--- src/rtl/input_route_unit.sv ---
// input_route_unit: drains the input FIFO, XY-routes head flits, locks the
// chosen output port for the whole packet (wormhole) and presents one flit at
// a time through a registered valid/ready output.
// Optional feature macro: ROUTE_CHECK_EN (drop stray body/tail flits in IDLE
// and count them on drop_count).
module input_route_unit #(
  parameter int DATA_WIDTH  = 32,
  parameter int COORD_WIDTH = 4,
  parameter int ROUTER_X    = 0,
  parameter int ROUTER_Y    = 0
) (
  input  logic                  clk,
  input  logic                  rst,
  input  logic                  fifo_empty,
  output logic                  fifo_rd_en,
  input  logic [DATA_WIDTH-1:0] fifo_dout,
  output logic [4:0]            out_valid,
  input  logic [4:0]            out_ready,
  output logic [DATA_WIDTH-1:0] out_data,
  output logic [2:0]            out_port
`ifdef ROUTE_CHECK_EN
  ,
  output logic [15:0]           drop_count
`endif
);

  localparam logic [1:0] TYPE_BODY   = 2'b00;
  localparam logic [1:0] TYPE_HEAD   = 2'b01;
  localparam logic [1:0] TYPE_TAIL   = 2'b10;
  localparam logic [1:0] TYPE_SINGLE = 2'b11;

  localparam logic [2:0] PORT_LOCAL = 3'd0;
  localparam logic [2:0] PORT_NORTH = 3'd1;
  localparam logic [2:0] PORT_SOUTH = 3'd2;
  localparam logic [2:0] PORT_EAST  = 3'd3;
  localparam logic [2:0] PORT_WEST  = 3'd4;

  localparam logic [COORD_WIDTH-1:0] HOME_X = COORD_WIDTH'(ROUTER_X);
  localparam logic [COORD_WIDTH-1:0] HOME_Y = COORD_WIDTH'(ROUTER_Y);

`ifdef ROUTE_CHECK_EN
  // Stray body/tail flits in IDLE are dropped, so only a head opens a packet.
  localparam logic BODY_OPENS_PACKET = 1'b0;
`else
  // Without checking, a body seen in IDLE is treated as a head and opens a packet.
  localparam logic BODY_OPENS_PACKET = 1'b1;
`endif

  typedef enum logic {
    IDLE = 1'b0,
    BUSY = 1'b1
  } state_t;

  state_t                  state_r, state_next_s;
  logic [2:0]              lock_r, lock_next_s;
  logic                    valid_r;
  logic [DATA_WIDTH-1:0]   data_r;
  logic [2:0]              port_r;

  logic [1:0]              flit_type_s;
  logic [COORD_WIDTH-1:0]  dest_x_s;
  logic [COORD_WIDTH-1:0]  dest_y_s;
  logic [2:0]              route_s;
  logic [2:0]              flit_port_s;
  logic                    ready_sel_s;
  logic                    drop_s;
  logic                    load_s;

  // Port index to one-hot valid vector; out-of-range indices select nothing.
  function automatic logic [4:0] port_onehot(input logic [2:0] port);
    case (port)
      3'd0:    port_onehot = 5'b00001;
      3'd1:    port_onehot = 5'b00010;
      3'd2:    port_onehot = 5'b00100;
      3'd3:    port_onehot = 5'b01000;
      3'd4:    port_onehot = 5'b10000;
      default: port_onehot = 5'b00000;
    endcase
  endfunction

  assign flit_type_s = fifo_dout[DATA_WIDTH-1 -: 2];
  assign dest_x_s    = fifo_dout[DATA_WIDTH-3 -: COORD_WIDTH];
  assign dest_y_s    = fifo_dout[DATA_WIDTH-3-COORD_WIDTH -: COORD_WIDTH];

  // Dimension-ordered XY route of the flit at the FIFO head.
  always_comb begin
    route_s = PORT_LOCAL;
    if (dest_x_s > HOME_X) begin
      route_s = PORT_EAST;
    end else if (dest_x_s < HOME_X) begin
      route_s = PORT_WEST;
    end else if (dest_y_s > HOME_Y) begin
      route_s = PORT_NORTH;
    end else if (dest_y_s < HOME_Y) begin
      route_s = PORT_SOUTH;
    end else begin
      route_s = PORT_LOCAL;
    end
  end

  // Only the ready bit of the port currently held in the register matters.
  assign ready_sel_s = |(port_onehot(port_r) & out_ready);

`ifdef ROUTE_CHECK_EN
  assign drop_s = ~fifo_empty & (state_r == IDLE) &
                  ((flit_type_s == TYPE_BODY) | (flit_type_s == TYPE_TAIL));
`else
  assign drop_s = 1'b0;
`endif

  assign load_s      = ~fifo_empty & ~drop_s & (~valid_r | ready_sel_s);
  assign fifo_rd_en  = (load_s | drop_s) & ~rst;
  assign flit_port_s = (state_r == IDLE) ? route_s : lock_r;

  // Packet lock FSM: advances only on flits that are loaded into the register.
  always_comb begin
    state_next_s = state_r;
    lock_next_s  = lock_r;
    if (load_s) begin
      case (state_r)
        IDLE: begin
          if ((flit_type_s == TYPE_HEAD) ||
              (BODY_OPENS_PACKET && (flit_type_s == TYPE_BODY))) begin
            state_next_s = BUSY;
            lock_next_s  = route_s;
          end else begin
            state_next_s = IDLE;
          end
        end
        BUSY: begin
          if ((flit_type_s == TYPE_TAIL) || (flit_type_s == TYPE_SINGLE)) begin
            state_next_s = IDLE;
          end else begin
            state_next_s = BUSY;
          end
        end
        default: begin
          state_next_s = IDLE;
          lock_next_s  = 3'd0;
        end
      endcase
    end else begin
      state_next_s = state_r;
    end
  end

  // FSM state and locked output port.
  always_ff @(posedge clk) begin
    if (rst) begin
      state_r <= IDLE;
      lock_r  <= 3'd0;
    end else begin
      state_r <= state_next_s;
      lock_r  <= lock_next_s;
    end
  end

  // Output flit register: replaced on load, emptied on a handshake without load.
  always_ff @(posedge clk) begin
    if (rst) begin
      valid_r <= 1'b0;
      data_r  <= '0;
      port_r  <= 3'd0;
    end else if (load_s) begin
      valid_r <= 1'b1;
      data_r  <= fifo_dout;
      port_r  <= flit_port_s;
    end else if (valid_r && ready_sel_s) begin
      valid_r <= 1'b0;
    end else begin
      valid_r <= valid_r;
    end
  end

`ifdef ROUTE_CHECK_EN
  logic [15:0] drop_count_r;

  // Saturating count of discarded stray flits.
  always_ff @(posedge clk) begin
    if (rst) begin
      drop_count_r <= 16'd0;
    end else if (drop_s && (drop_count_r != 16'hFFFF)) begin
      drop_count_r <= drop_count_r + 16'd1;
    end else begin
      drop_count_r <= drop_count_r;
    end
  end

  assign drop_count = drop_count_r;
`endif

  assign out_data  = data_r;
  assign out_port  = port_r;
  assign out_valid = valid_r ? port_onehot(port_r) : 5'b00000;

endmodule

--- config.mk ---
export PLATFORM = sky130hd
export DESIGN_NAME = input_route_unit
export DESIGN_NICKNAME = d
export VERILOG_FILES = /design/src/rtl/input_route_unit.sv
export SDC_FILE = /design/constraint.sdc
export NUM_CORES = 1
export LEC_CHECK = 0
export BUFFER_PORTS_ARGS = -buffer_cell sky130_fd_sc_hd__buf_2
export CORE_MARGIN = 3
export CORE_UTILIZATION = 41
export DETAILED_ROUTE_END_ITERATION = 6
export GPL_ROUTABILITY_DRIVEN = 0
export PLACE_DENSITY = 0.75
export SETUP_SLACK_MARGIN = 0.2
export SYNTH_ARGS = -nofsm -noshare
export SYNTH_HDL_FRONTEND = slang
export SYNTH_SLANG_ARGS = --single-unit
--- constraint.sdc ---
create_clock -name clk -period 1.96 [get_ports clk]
set_clock_uncertainty 0.2 [all_clocks]
set_input_delay 0.098 -clock clk [delete_from_list [all_inputs] [get_ports clk]]
set_output_delay 0.098 -clock clk [all_outputs]
set_load 0.1 [all_outputs]
==> results.py <==
metrics = {
    "critical_path": {
        "critPathTopFamily": "multiplexers",
        "max_stage_delay_ns": 0.54,
        "arrival_ns": 1.57,
        "crit_path_start_kind": "register",
        "critical_path.slowest_cell": "mux4_2",
        "critical_path_class": "reg2out",
        "worstPathMaxFanout": 3,
        "path_buf_inv": 1,
        "end_kind": "output port",
        "crit_path_cell_trace": "mux4_2 -> o21bai_4 -> nor2_4 -> buf_6",
        "crit_required_ns": 1.66,
    },
    "yosys": {
        "synth-async-reset-ratio_pct": 0,
        "synth_cell_types": 27,
        "synth_top_cell_area_share_pct": 45.6,
        "synth_edf_count": 0,
        "syn_area_um2": 1670,
        "ys_seq_elements": 38,
        "syn_inst": 182,
        "synthMostInstantiatedCell": "nand2_1",
        "ys_top_cells_by_area": "dfxtp_1, mux2i_1, nand2_1, buf_12, clkbuf_1",
        "yosys_warnings": 0,
        "ys_seq_area_share_pct": 45.6,
        "synthFlopType": "dfxtp_1",
        "synth_common_cells": "nand2_1, dfxtp_1, mux2i_1",
        "syn_area_per_cell_um2": 9.16,
        "synth_area_leader_cell": "dfxtp_1",
    },
    "power": {
        "vdd_drop_max_uv": 448,
        "p_leak_nw": 1.27,
        "power_density_nw_per_um2": 861,
    },
    "placement": {
        "dp_hpwl_um": 2550,
        "dpl.cell_count": 301,
        "placed_area_um2": 2110,
        "portBuffers": 77,
    },
    "global_route": {
        "grt_overflow_total": 0,
        "grt_pass1_vias": 1569,
        "grt_pass1_wl_um": 7000,
        "grt_antenna_before_repair": 0,
        "grt_max_degree": 52,
        "grt_usage_pct": 17.6,
    },
    "status": {
        "status": "completed",
    },
    "finish": {
        "drive_above_1_share_pct": 34.8,
        "seqCellArea_um2": 766,
        "fin_cells": 344,
        "final_nets": 335,
        "num_antenna_cells": 0,
        "fillers": 301,
        "synthToLayoutAreaGrowth_pct": 54.2,
        "final_area_um2": 2570,
        "multi_input_area_um2": 826,
    },
    "routing": {
        "ant_nets": 0,
        "wirelength_um": 4150,
        "drtIter0Drc": 43,
        "viasPerCell": 4.67,
        "drc": 0,
        "wire_per_inst_um": 12.1,
        "drt_first_pass_iters": 4,
        "dr_total_vias": 1608,
    },
    "timing": {
        "max_freq_mhz": 536,
        "hold_violations": 0,
        "fin_crit_sh_pct": 95.1,
        "grt_setup_unrepaired": "yes",
        "finalCriticalPeriod_ns": 1.86,
        "setup_violations": 0,
        "drv_slew": 0,
    },
    "cts": {
        "cts_buffer_depth": 2,
        "cts_tree": "yes",
        "insertion_delay_ns": 0.28,
        "clock_sinks": 38,
        "clkTransAtPathRegs_ns": 0.07,
        "cts_buffers": 5,
        "htree_levels": 2,
        "cts-root-buf": "clkbuf_8",
    },
    "floorplan": {
        "io-pin-count": 81,
        "fp.dieW_um": 69.8,
        "rows": 22,
        "dieArea_um2": 4870,
        "design.core.area_um2": 3800,
        "die_h_um": 69.8,
        "start_util_pct": 43.9,
    },
    "worst_hold_path": {
        "hold_path.class": "in2reg",
    },
    "run": {
        "maxCapViolCount": 0,
    },
}
[cell usage in the layout, fill, tap and decap left out, drive strengths merged]
master       synthesis  final
nor3b                1      1
nor3                 3      3
or4                  2      2
o21bai               1      1
nand2               67     67
o21ba                1      1
o211ai               1      1
nor2                 4      4
clkinv               0      1
mux2                 1      1
a221oi               2      2
clkbuf               7      8
conb                 1      2
nor4                 1      1
dlygate4sd3          0     34
dfxtp               38     38
o21a                 1      1
nand2b               2      2
o21ai                1      1
buf                  6     83
inv                  4      4
and3                 1      1
o311ai               1      1
mux4                 1      1
mux2i               34     34
nor2b                1      1
[cell type report]
class                           count  area share [%]
Multi-Input combinational cell    128            32.1
Timing Repair Buffer              118            31.6
Sequential cell                    38            29.8
Clock buffer                        7            3.36
Tap cell                           48            2.34
Inverter                            4           0.584
Clock inverter                      1           0.195
[metrics by stage]
step	TNS [ns]	setup slack [ns]	util [%]	power [mW]	hold slack [ns]
floorplan	-2.81	-0.0967	-	1.51	-0.0303
CTS	0	0.0777	67.6	2.23	0.00978
global route	0	0.0522	67.7	2.32	0.0225
detailed placement	0	0.147	55.6	1.63	0.152
finish	0	0.0956	67.7	2.21	0.00943
global placement	0	0.168	55.6	1.62	0.144
[cell families after synthesis]
group                  share of synthesized area [%]
AOI/OAI and AO/OA                               3.83
muxes                                           22.4
other                                          0.225
buffers and inverters                           7.66
DFF                                             45.6
and+or+nand+nor                                 20.2
[worst register-to-register path, cell delays in order, from the launching register on]
cell and delay (ns):
dfxtp_4 0.35, mux4_2 0.54, o21ba_2 0.29, buf_4 0.20
mux2i_1 0.13
[timing repair]
action,in CTS,in global routing
hold buffers,34,0
endpoints found under the setup margin,35,38
resized for setup,4,2
setup buffers,1,0
endpoints found under the hold margin,35,0
[sequential cells by signal (all words and copies together), names as in the netlist]
register  count
out_data     32
state_r       1
lock_r        2
out_port      2
valid_r       1
[metal layers]
layer	wire length [µm]	global-route usage, %	vias to the layer above
met5	0	0	-
met4	36	5.11	0
met3	216	4.49	5
met2	2170	32.8	43
met1	1730	19.6	734
li1	-	-	826
[worst paths after layout]
| check | startpoint | slack [ns] | depth (start not counted) | endpoint |
|---|---|---|---|---|
| max | out_port[0]$_SDFFE_PP0P_ | 0.1 | 4 | fifo_rd_en |
| min | rst | 0.009 | 3 | state_r$_SDFFE_PP0P_ |
| max reg2reg | out_port[0]$_SDFFE_PP0P_ | 0.13 | 4 | out_data[3]$_SDFFE_PP0P_ |
| min reg2reg | out_data[22]$_SDFFE_PP0P_ | 0.25 | 2 | out_data[22]$_SDFFE_PP0P_ |
[where the power goes]
| group | internal, mW | switching [mW] |
|---|---|---|
| Clock | 0.284 | 0.253 |
| Sequential | 0.833 | 0.0363 |
| Combinational | 0.212 | 0.596 |
| Total | 1.33 | 0.885 |
No activity file was read; power rests on OpenSTA's default activity.
